File: config.mk
export PLATFORM = sky130hd
export DESIGN_NAME = pipeline_hazard_ctrl
export DESIGN_NICKNAME = d
export VERILOG_FILES = /design/src/rtl/pipeline_pkg.sv /design/src/rtl/hazard_fp_timer.sv /design/src/rtl/pipeline_hazard_ctrl.sv
export SDC_FILE = /design/constraint.sdc
export NUM_CORES = 1
export LEC_CHECK = 0
export BUFFER_PORTS_ARGS = -buffer_cell sky130_fd_sc_hd__clkbuf_2
export CORE_MARGIN = 5
export CORE_UTILIZATION = 36
export CTS_BUF_LIST = sky130_fd_sc_hd__clkbuf_8
export CTS_CLUSTER_SIZE = 14
export DETAILED_ROUTE_END_ITERATION = 12
export PLACE_DENSITY = 0.78
export SLEW_MARGIN = 20
export SYNTH_ARGS = -nofsm -noshare
export SYNTH_HDL_FRONTEND = slang
export SYNTH_SLANG_ARGS = --single-unit
File: constraint.sdc
create_clock -name clk -period 1.5 [get_ports clk]
set_input_delay 0 -clock clk [delete_from_list [all_inputs] [get_ports clk]]
set_output_delay 0 -clock clk [all_outputs]
set_load 0.01 [all_outputs]
File: src/rtl/pipeline_pkg.sv
// Shared definitions for the pipeline hazard/stall controller.
// State encoding, register constants and control-field widths.
package pipeline_pkg;

   typedef enum logic {
      RUN     = 1'b0,
      FP_BUSY = 1'b1
   } hz_state_e;

   localparam logic [4:0]  REG_ZERO   = 5'd0;
   localparam int unsigned FP_LAT_DEF = 4;

   localparam int unsigned WB_W   = 2;
   localparam int unsigned M_W    = 3;
   localparam int unsigned EX_W   = 2;
   localparam int unsigned CTRL_W = WB_W + M_W + EX_W;

   // Load in EX whose destination is read by the valid ID instruction
   function automatic logic load_use_hit(
      input logic       mem_read,
      input logic [4:0] rd,
      input logic       valid,
      input logic [4:0] rs,
      input logic [4:0] rt,
      input logic       uses_rt
   );
      return mem_read && (rd != REG_ZERO) && valid &&
             ((rd == rs) || (uses_rt && (rd == rt)));
   endfunction

endpackage

File: src/rtl/hazard_fp_timer.sv
// Loadable 4-bit down-counter timing the FP execute hold.
// Counts down to zero and stops; last flags the release cycle.
module hazard_fp_timer
   import pipeline_pkg::*;
(
   input  logic       clk,
   input  logic       reset,
   input  logic       load,
   input  logic [3:0] load_val,
   output logic [3:0] cnt,
   output logic       last
);

   logic [3:0] r_cnt;

   // load has priority; otherwise decrement until zero
   always_ff @(posedge clk or negedge reset) begin
      if (!reset)
         r_cnt <= 4'd0;
      else if (load)
         r_cnt <= load_val;
      else if (r_cnt != 4'd0)
         r_cnt <= r_cnt - 4'd1;
   end

   assign cnt  = r_cnt;
   assign last = (r_cnt == 4'd1);

endmodule

File: src/rtl/pipeline_hazard_ctrl.sv
// Hazard and stall controller: branch flush, FP hold, load-use stall.
// Optional stall-cycle counter enabled by the STALL_PERF_EN macro.
module pipeline_hazard_ctrl
   import pipeline_pkg::*;
#(
   parameter int unsigned FP_LAT = FP_LAT_DEF
) (
   input  logic        clk,
   input  logic        reset,
   input  logic        id_valid,
   input  logic [4:0]  id_rs,
   input  logic [4:0]  id_rt,
   input  logic        id_uses_rt,
   input  logic [4:0]  ex_rd,
   input  logic        ex_mem_read,
   input  logic        ex_is_fp,
   input  logic        branch_taken,
   output logic        pc_we,
   output logic        if_id_we,
   output logic        if_id_flush,
   output logic        id_ex_we,
   output logic        id_ex_flush,
   output logic        ex_mem_bubble,
   output logic        fp_start,
   output logic        fp_busy,
   output logic [15:0] stall_cycles
);

   localparam bit         FP_STALL = (FP_LAT > 1);
   localparam logic [3:0] LAT_M1   = 4'(FP_LAT - 1);

   hz_state_e  r_state;
   hz_state_e  w_next;
   logic       w_load;
   logic [3:0] w_cnt;
   logic       w_last;
   logic       w_lu;

   logic w_pc_we;
   logic w_if_id_we;
   logic w_if_id_flush;
   logic w_id_ex_we;
   logic w_id_ex_flush;
   logic w_ex_mem_bubble;
   logic w_fp_start;
   logic w_fp_busy;

   hazard_fp_timer u_timer (
      .clk      (clk),
      .reset    (reset),
      .load     (w_load),
      .load_val (LAT_M1),
      .cnt      (w_cnt),
      .last     (w_last)
   );

   assign w_lu = load_use_hit(ex_mem_read, ex_rd, id_valid,
                              id_rs, id_rt, id_uses_rt);

   // state register
   always_ff @(posedge clk or negedge reset) begin
      if (!reset)
         r_state <= RUN;
      else
         r_state <= w_next;
   end

   // next state and pipeline controls; branch > FP > load-use
   always_comb begin
      w_next          = r_state;
      w_load          = 1'b0;
      w_pc_we         = 1'b0;
      w_if_id_we      = 1'b0;
      w_if_id_flush   = 1'b0;
      w_id_ex_we      = 1'b0;
      w_id_ex_flush   = 1'b0;
      w_ex_mem_bubble = 1'b0;
      w_fp_start      = 1'b0;
      w_fp_busy       = 1'b0;
      unique case (r_state)
         RUN: begin
            w_pc_we    = 1'b1;
            w_if_id_we = 1'b1;
            w_id_ex_we = 1'b1;
            if (branch_taken) begin
               w_if_id_flush = 1'b1;
               w_id_ex_flush = 1'b1;
            end else if (ex_is_fp) begin
               w_fp_start = 1'b1;
               if (FP_STALL) begin
                  w_pc_we         = 1'b0;
                  w_if_id_we      = 1'b0;
                  w_id_ex_we      = 1'b0;
                  w_ex_mem_bubble = 1'b1;
                  w_fp_busy       = 1'b1;
                  w_load          = 1'b1;
                  w_next          = FP_BUSY;
               end
            end else if (w_lu) begin
               w_pc_we       = 1'b0;
               w_if_id_we    = 1'b0;
               w_id_ex_flush = 1'b1;
            end
         end
         FP_BUSY: begin
            w_fp_busy = 1'b1;
            if (w_last || (w_cnt == 4'd0)) begin
               w_pc_we    = 1'b1;
               w_if_id_we = 1'b1;
               w_id_ex_we = 1'b1;
               w_next     = RUN;
            end else begin
               w_ex_mem_bubble = 1'b1;
            end
         end
         default: w_next = RUN;
      endcase
   end

   assign pc_we         = reset & w_pc_we;
   assign if_id_we      = reset & w_if_id_we;
   assign if_id_flush   = reset & w_if_id_flush;
   assign id_ex_we      = reset & w_id_ex_we;
   assign id_ex_flush   = reset & w_id_ex_flush;
   assign ex_mem_bubble = reset & w_ex_mem_bubble;
   assign fp_start      = reset & w_fp_start;
   assign fp_busy       = reset & w_fp_busy;

`ifdef STALL_PERF_EN
   logic [15:0] r_stall;

   // saturating count of cycles with the PC held
   always_ff @(posedge clk or negedge reset) begin
      if (!reset)
         r_stall <= 16'd0;
      else if (!w_pc_we && (r_stall != 16'hFFFF))
         r_stall <= r_stall + 16'd1;
   end

   assign stall_cycles = r_stall;
`else
   assign stall_cycles = 16'd0;
`endif

endmodule

==> run summary, run 1 <==
VDD IR max - 1.053 mV
P&R area growth vs syn - 37.00%
Critical Path Source Type - flip-flop
unrepaired setup endpoints after global routing - true
worst hold path type - input port to asynchronous set/reset pin
I/O pins - 46
CTS clk-pin slew, worst paths - 0.04 ns
Setup Skew - 0.0003985 ns
global-route wire length before repair - 2.318 mm
worst flop-to-flop path startpoint - u_timer.cnt[0]
CTS tree - done
Final Util - 52.60%
largest net degree at the start of global routing - 8
Initial Util - 38.39%
Yosys cell types - 27
WL per Instance - 12.09 um
flops & latches, synth - 5
Crit Reg-Reg Endpoint - u_timer.cnt[1]
antenna violations before repair - 0
htree depth - 1
DRT Pass-1 Iters - 3
cell area after synthesis - 591.8 sq um
Crit Path Category - flip-flop to output port
fmax - 0.6751 GHz
Primary FF master, synth - dfrtp_1
Fin Setup TNS - 0 ns
Root Buffer - clkbuf_8
crit path max fanout - 4
Num CTS Buffers - 3
number of synthesized flops with an enable pin - 0
leakage - 0.4149 nW
crit path time final - 1.481 ns
Vias - 587
Reg2Reg Setup Slack - 0.18 ns
DIE WIDTH - 50.55 um
area of the die - 0.002555 sq mm
YS warnings - 0
Synth Instances - 74
Max clock buf depth - 2
gpl congestion - 0.7486
Antenna diodes - 0
nets - 136
fin. max-slew vios - 0
fraction of registers with async set/reset - 100.0%
CP required - 1.50 ns
total core area - 0.001541 sq mm
crit path DAT - 1.48 ns
initial DRC count - 1
share of layout cells above drive strength 1 - 42.34%
vias in the first global route - 527
Die Height - 50.55 um
Avg Cell Area, Syn - 7.998 sq um
Routed Wire Length - 1.535 mm
PD cells - 1538 mW/mm^2
drc violations - 0
num rows - 14
DRT antenna net count - 0
outcome - complete, no violations
MaxCap Viol Count - 0
register area share after synthesis - 21.14%
final period utilization - 98.75%
Reg2Reg Depth - 6
number of I/O port buffers - 29
Vias per Instance - 4.622
GR Overflow Total - 0
final hold vios - 0
dpl hpwl - 1.220 mm
# clock sinks - 5
Crit. End Element - output port
GRT Total Usage - 12.08%
Setup Viol. Count Final - 0
worst-skew pair later-pin latency - 0.22 ns
==> logic make-up after synthesis <==
logic type,synth area share (%)
XOR/XNOR,16.28
buffers and inverters,24.10
adder cells (fa/ha/maj),4.228
other,0.6336
AO/OA/AOI/OAI,12.26
flip-flops,21.14
AND/OR/NAND/NOR,21.36
==> worst max-delay path by stage <==
stage / start / end / cells after the start / slack (ns)
4_1_cts: u_timer.cnt[0] / ex_mem_bubble / 5 / 0.009
3_3_place_gp: u_timer.cnt[0] / pc_we / 6 / 0.09
3_5_place_dp: u_timer.cnt[0] / if_id_we / 6 / 0.05
6_report: u_timer.cnt[0] / if_id_we / 6 / 0.02
2_1_floorplan: u_timer.cnt[0] / pc_we / 6 / 0.01
5_1_grt: u_timer.cnt[0] / if_id_we / 6 / -0.05
==> flip-flops by register name, indices dropped and copies added (netlist names) <==
register / flops
u_timer.cnt: 4
r_state: 1
==> report_power, final <==
group	internal, mW	switching (mW)
Combinational	0.355	0.355
Clock	0.176	0.0714
Sequential	0.204	0.0856
Total	0.735	0.512
==> cells in the final DEF, fill, tap and decap left out, drive strengths merged, types with 2 or more instances in the layout <==
master,instances
nor3,3
clkbuf,30
a21oi,4
inv,5
xnor2,11
nor2,6
buf,7
conb,16
dfrtp,5
nand2b,2
ha,2
nand2,4
==> layer usage <==
metal	up-vias	share of wire [%]	track usage, %
met5	-	0	0
met4	0	2.3	7.660
met3	4	15	4.734
met2	33	50	21.07
met1	260	32	11.63
li1	290	-	-
==> per-stage QoR <==
step	std cells	hold WS (ns)	power (mW)	setup WS [ns]	instance area, sq um
6_report	127	0.1344	1.247	0.01876	810.8
5_1_grt	127	0.1487	1.363	-0.04986	810.8
4_1_cts	125	0.1324	1.196	0.009042	793.3
3_5_place_dp	119	-0.1646	0.8202	0.04606	700.7
3_3_place_gp	119	-0.1654	0.8059	0.09365	700.7
2_1_floorplan	89	-0.2956	0.6861	0.01273	648.1
==> layout make-up <==
cell class / instances / area [sq um]
Fill cell: 165 / 730.7
Multi-Input combinational cell: 63 / 412.9
Timing Repair Buffer: 35 / 192.7
Sequential cell: 5 / 125.1
Clock buffer: 3 / 41.29
Tap cell: 16 / 20.02
Inverter: 4 / 15.01
Clock inverter: 1 / 3.754
==> worst max-delay path, cell delays in order (launching register included) <==
cell and delay [ns]:
dfrtp_1 0.37, inv_1 0.06, ha_2 0.18, or2_4 0.25
a31oi_4 0.18, a211oi_2 0.06, buf_2 0.16
==> Yosys cell counts, drive strengths merged (2+ instances only) <==
cell	instances	area share [%]
a21oi	4	3.4
buf	17	22
dfrtp	5	21
ha	2	4.2
inv	4	2.5
nand2	4	2.5
nand2b	2	2.1
nor2	6	4.2
nor3	3	2.5
xnor2	11	16
==> repair_timing <==
item,4_1_cts,5_1_grt
gates cloned,0,0
hold buffers,1,0
resized for setup,6,4
setup buffers,1,2
endpoints found under the setup margin,4,4
pin swaps,3,0
hold endpoints to repair,5,0
Note: power is estimated with default switching activity, not from simulation.
==> run 2: changes to the inputs <==
--- a/config.mk
+++ b/config.mk
@@ -7,11 +7,11 @@
 export LEC_CHECK = 0
 export BUFFER_PORTS_ARGS = -buffer_cell sky130_fd_sc_hd__clkbuf_2
 export CORE_MARGIN = 5
-export CORE_UTILIZATION = 36
+export CORE_UTILIZATION = 43
 export CTS_BUF_LIST = sky130_fd_sc_hd__clkbuf_8
 export CTS_CLUSTER_SIZE = 14
 export DETAILED_ROUTE_END_ITERATION = 12
-export PLACE_DENSITY = 0.78
+export PLACE_DENSITY = 0.87
 export SLEW_MARGIN = 20
 export SYNTH_ARGS = -nofsm -noshare
 export SYNTH_HDL_FRONTEND = slang
==> constraint.sdc (replaced) <==
create_clock -name clk -period 1.85 [get_ports clk]
set_input_delay 0 -clock clk [delete_from_list [all_inputs] [get_ports clk]]
set_output_delay 0 -clock clk [all_outputs]
set_load 0.01 [all_outputs]
==> run summary, run 2 (synthesis results as in run 1) <==
unrepaired setup endpoints after global routing - false
largest net degree at the start of global routing - 8 (unchanged)
Setup Buffers After CTS - 0 (-1)
Hold Startpoint - branch_taken
Slew HR - 64.30%
outcome - complete, no violations
PD cells - 1176 mW/mm^2 (-24%)
DRT antenna net count - 0 (unchanged)
Final Cell Area - 745.7 sq um (-8.0%)
Crit. End Element - output port
max FFs per register - 4 (unchanged)
num rows - 13 (-1)
DIE WIDTH - 47.10 um (-6.8%)
fin. max-slew vios - 0 (unchanged)
commonest non-fill, non-tap cells in the layout - clkbuf_2 (29), conb_1 (16), xnor2_1 (11)
dpl ws - 0.2998 ns (+0.2537 ns)
nets - 131 (-3.7%)
total core area - 0.001301 sq mm (-16%)
dpl hpwl - 1.186 mm (-2.8%)
final period utilization - 93.53%
Setup Viol. Count Final - 0 (unchanged)
crit path DAT - 1.73 ns (+0.25 ns)
commonest non-fill, non-tap cell in the layout - clkbuf_2
Reg2Reg Setup Slack - 0.45 ns (+0.27 ns)
CTS clk-pin slew, worst paths - 0.04 ns (about the same)
Post-DP Area - 684.4 sq um (-2.3%)
Initial Util - 45.48% (+7.1 points)
drc violations - 0 (unchanged)
Critical Path Source Type - flip-flop
crit path max fanout - 7 (+3)
DRT Pass-1 Iters - 4 (+1)
worst flop-to-flop path startpoint - u_timer.cnt[0]
Antenna diodes - 0 (unchanged)
Cells on Worst Hold Path - 3
setup ws final - 0.1196 ns (+0.1008 ns)
Max clock buf depth - 2 (unchanged)
GR Overflow Total - 0 (unchanged)
endpoint of the worst hold path - u_timer.cnt[3]
Vias - 574 (-2.2%)
Fin Setup TNS - 0 ns (unchanged)
vias in the first global route - 484 (-8.2%)
leakage - 0.3888 nW (-6.3%)
number of I/O port buffers - 29 (unchanged)
WL per Instance - 11.37 um (-5.9%)
area of the die - 0.002218 sq mm (-13%)
final hold vios - 0 (unchanged)
Reg2Reg Depth - 4 (-2)
fmax - 0.5779 GHz
share of layout cells above drive strength 1 - 34.91% (-7.4 points)
Crit Reg-Reg Endpoint - r_state
Crit. Startpoint - u_timer.cnt[0]
crit path time final - 1.730 ns
Num CTS Buffers - 3 (unchanged)
initial DRC count - 4 (+3)
Root Buffer - clkbuf_8
worst-skew pair later-pin latency - 0.22 ns (about the same)
# clock sinks - 5 (unchanged)
Setup Skew - 0.005077 ns (+0.004678 ns)
global-route wire length before repair - 1.890 mm (-18%)
antenna violations before repair - 0 (unchanged)
CP required - 1.85 ns (+0.35 ns)
Vias per Instance - 4.744 (+2.6%)
Routed Wire Length - 1.376 mm (-10%)
htree depth - 1 (unchanged)
MaxCap Viol Count - 0 (unchanged)
Crit Path Category - flip-flop to output port
CTS tree - done
VDD IR max - 0.7567 mV (-28%)
I/O pins - 46 (unchanged)
Least-Margin Pin Slew - 0.5344 ns
GRT Total Usage - 12.23% (+0.15 points)
gpl congestion - 0.8270 (+10%)
P&R area growth vs syn - 26.00%
worst hold path type - input port to flip-flop
Die Height - 47.10 um (-6.8%)
run 2: worst max path at each step:
stage | end | slack [ns] | cells past startpoint
2_1_floorplan | pc_we | 0.36 | 6
3_3_place_gp | id_ex_we | 0.35 | 6
3_5_place_dp | id_ex_we | 0.30 | 6
4_1_cts | id_ex_we | 0.05 | 6
5_1_grt | id_ex_we | 0.005 | 6
6_report | id_ex_we | 0.12 | 6
run 2: per-stage QoR:
step           std cells  hold slack, ns  total power, mW  utilization, %
3_3_place_gp         116         -0.1686           0.6358           52.60
5_1_grt              121          0.1641           0.9682           57.31
3_5_place_dp         116         -0.1639           0.6565           52.60
4_1_cts              121          0.1306           0.8698           56.83
2_1_floorplan         89         -0.2956           0.5563               -
6_report             121          0.1326           0.8771           57.31
run 2: metal layers:
metal	track usage (%)	up-vias	routed length, um
li1	-	284	-
met1	10.85	256	443
met2	23.85	34	683
met3	6.130	0	249
met4	3.315	0	0
met5	0	-	0
run 2: power by group:
group          switching, mW  internal [mW]
logic                  0.251          0.205
registers             0.0592          0.166
clock network         0.0534          0.142
run 2: layout make-up:
cell class              instances  area [sq um]
clock inverters                 1         3.754
clock buffers                   3         41.29
well taps                      15         18.77
flip-flops and latches          5         125.1
repair buffers                 30         155.1
multi-input cells              63         386.6
fillers                       124         555.5
inverters                       4         15.01
run 2: critical path, stage by stage, from the launching register on:
cell	delay, ns
dfrtp_1	0.39
inv_1	0.07
ha_1	0.27
or2_2	0.34
a31oi_2	0.23
nor2_1	0.08
clkbuf_2	0.13
run 2: repair_timing:
action	in CTS	in global routing
gates resized for setup	0	1
hold buffers	1	0
setup endpoints to repair	0	3
hold endpoints to repair	5	0
==> run 3: changes to the inputs <==
--- a/config.mk
+++ b/config.mk
@@ -11,8 +11,10 @@
 export CTS_BUF_LIST = sky130_fd_sc_hd__clkbuf_8
 export CTS_CLUSTER_SIZE = 14
 export DETAILED_ROUTE_END_ITERATION = 12
-export PLACE_DENSITY = 0.87
+export GPL_TIMING_DRIVEN = 0
+export PLACE_DENSITY = 0.88
 export SLEW_MARGIN = 20
 export SYNTH_ARGS = -nofsm -noshare
 export SYNTH_HDL_FRONTEND = slang
 export SYNTH_SLANG_ARGS = --single-unit
+export TNS_END_PERCENT = 20
==> run summary, run 3 (synthesis results as in run 1) <==
GR Overflow Total - 0 (unchanged)
Antenna diodes - 0 (unchanged)
CTS tree - done
Setup Viol. Count Final - 0 (unchanged)
Critical Path Source Type - flip-flop
area of the die - 0.002218 sq mm (unchanged)
commonest non-fill, non-tap cell in the layout - clkbuf_2
Sequential Power Share - 23.1% (-2.6 points)
Least-Margin Pin Slew - 0.5856 ns (+0.05117 ns)
Setup Skew - 0.002661 ns (-0.002416 ns)
MaxCap Viol Count - 0 (unchanged)
crit path time final - 1.723 ns (-0.007437 ns)
crit path DAT - 1.72 ns (about the same)
htree depth - 1 (unchanged)
dpl ws - 0.1656 ns (-0.1341 ns)
setup ws final - 0.1270 ns (+0.007437 ns)
Root Buffer - clkbuf_8
worst hold path type - input port to asynchronous set/reset pin
Fillers - 126 (+1.6%)
GRT Total Usage - 13.70% (+1.5 points)
Vias per Instance - 4.417 (-6.9%)
leakage - 0.4857 nW (+25%)
total core area - 0.001301 sq mm (unchanged)
share of layout cells above drive strength 1 - 45.16% (+10 points)
Clk network pwr share - 20.7% (-1.6 points)
CP required - 1.85 ns (about the same)
unrepaired setup endpoints after global routing - false
# clock sinks - 5 (unchanged)
nets - 149 (+14%)
vias in the first global route - 533 (+10%)
DRT Pass-1 Iters - 3 (-1)
crit path max fanout - 7 (unchanged)
Crit Path Category - flip-flop to output port
P&R area growth vs syn - 50.74%
Pwr Total - 0.9654 mW (+10%)
drc violations - 0 (unchanged)
switching power - 0.3928 mW (+8.0%)
Crit. End Element - output port
Vias - 614 (+7.0%)
CTS clk-pin slew, worst paths - 0.04 ns (about the same)
Int Pwr - 0.5726 mW (+12%)
antenna violations before repair - 0 (unchanged)
Max clock buf depth - 2 (unchanged)
num rows - 13 (unchanged)
Num CTS Buffers - 3 (unchanged)
max FFs per register - 4 (unchanged)
Routed Wire Length - 1.525 mm (+11%)
final hold vios - 0 (unchanged)
fin. max-slew vios - 0 (unchanged)
Slew HR - 60.88% (-3.4 points)
Fin Setup TNS - 0 ns (unchanged)
Net Sw Frac - 40.69% (-0.76 points)
PD cells - 1082 mW/mm^2 (-8.0%)
commonest non-fill, non-tap cells in the layout - clkbuf_2 (29), buf_4 (18), conb_1 (16), xnor2_1 (11)
global-route wire length before repair - 2.090 mm (+11%)
VDD IR max - 0.6560 mV (-13%)
Initial Util - 45.48% (unchanged)
outcome - complete, no violations
WL per Instance - 10.97 um (-3.5%)
fmax - 0.5804 GHz (+0.43%)
worst-skew pair later-pin latency - 0.22 ns (about the same)
number of I/O port buffers - 29 (unchanged)
I/O pins - 46 (unchanged)
dpl hpwl - 1.301 mm (+9.7%)
DIE WIDTH - 47.10 um (unchanged)
gpl congestion - 0.8180 (-1.1%)
combinational group share of total power - 56.2% (+4.2 points)
DRT antenna net count - 0 (unchanged)
final period utilization - 93.13% (-0.40 points)
largest net degree at the start of global routing - 8 (unchanged)
Die Height - 47.10 um (unchanged)
initial DRC count - 1 (-3)
==> run 3: cell types whose count changed in the layout (fill, tap and decap cells not counted), sizes merged <==
cell,before,now
buf,0,18
==> run 3: area by class of cell <==
type	count	area (sq um)	area share, %
multi-input cells	63	397.9	44.60
repair buffers	31	162.7	18.23
plain buffers	17	127.6	14.31
flip-flops and latches	5	125.1	14.03
clock buffers	3	41.29	4.628
well taps	15	18.77	2.104
inverters	4	15.01	1.683
clock inverters	1	3.754	0.4208
==> run 3: repair_timing <==
item,4_1_cts,5_1_grt
gates cloned,0,0
hold buffers,1,0
endpoints found under the hold margin,5,0
buffers inserted,0,1
setup endpoints to repair,1,2
gates resized for setup,2,1
==> run 3: path summary, 6_finish.rpt <==
check,start,end,slack (ns),depth (start not counted)
max in group asynchronous,reset,u_timer.cnt[1],1.56,2
setup / recovery,u_timer.cnt[1],pc_we,0.13,7
min in group clk,branch_taken,u_timer.cnt[3],0.15,3
setup reg to reg,u_timer.cnt[0],u_timer.cnt[3],0.54,5
hold reg to reg,u_timer.cnt[1],u_timer.cnt[1],0.55,1
hold / removal,reset,r_state,0.14,2
==> run 3: worst max-delay path, cell delays in order (launching register included) <==
cell,delay [ns]
dfrtp_1,0.35
inv_1,0.07
ha_2,0.21
or2_2,0.34
a31oi_4,0.20
a211oi_2,0.07
buf_4,0.14
clkbuf_2,0.11
==> run 3: power by group through the flow <==
stage	registers, mW	clock network, mW	logic, mW
floorplan	0.211	0	0.346
global placement	0.219	0	0.454
detailed placement	0.222	0	0.471
CTS	0.226	0.206	0.513
global route	0.232	0.216	0.614
finish	0.223	0.200	0.543
==> run 3: through the flow <==
step	instances	utilization (%)	hold WS [ns]	area (sq um)
floorplan	89	-	-0.2956	648.1
global placement	133	62.40	-0.1718	812.0
detailed placement	133	62.40	-0.1689	812.0
CTS	138	67.79	0.1281	882.1
global route	139	68.56	0.1453	892.1
finish	139	68.56	0.1368	892.1
==> run 3: metal layers <==
layer  track usage [%]  wire [um]  up-vias
met5                 0          0        -
met4             9.945         27        0
met3             7.280        276        5
met2             22.22        715       35
met1             13.13        505      256
li1                  -          -      318
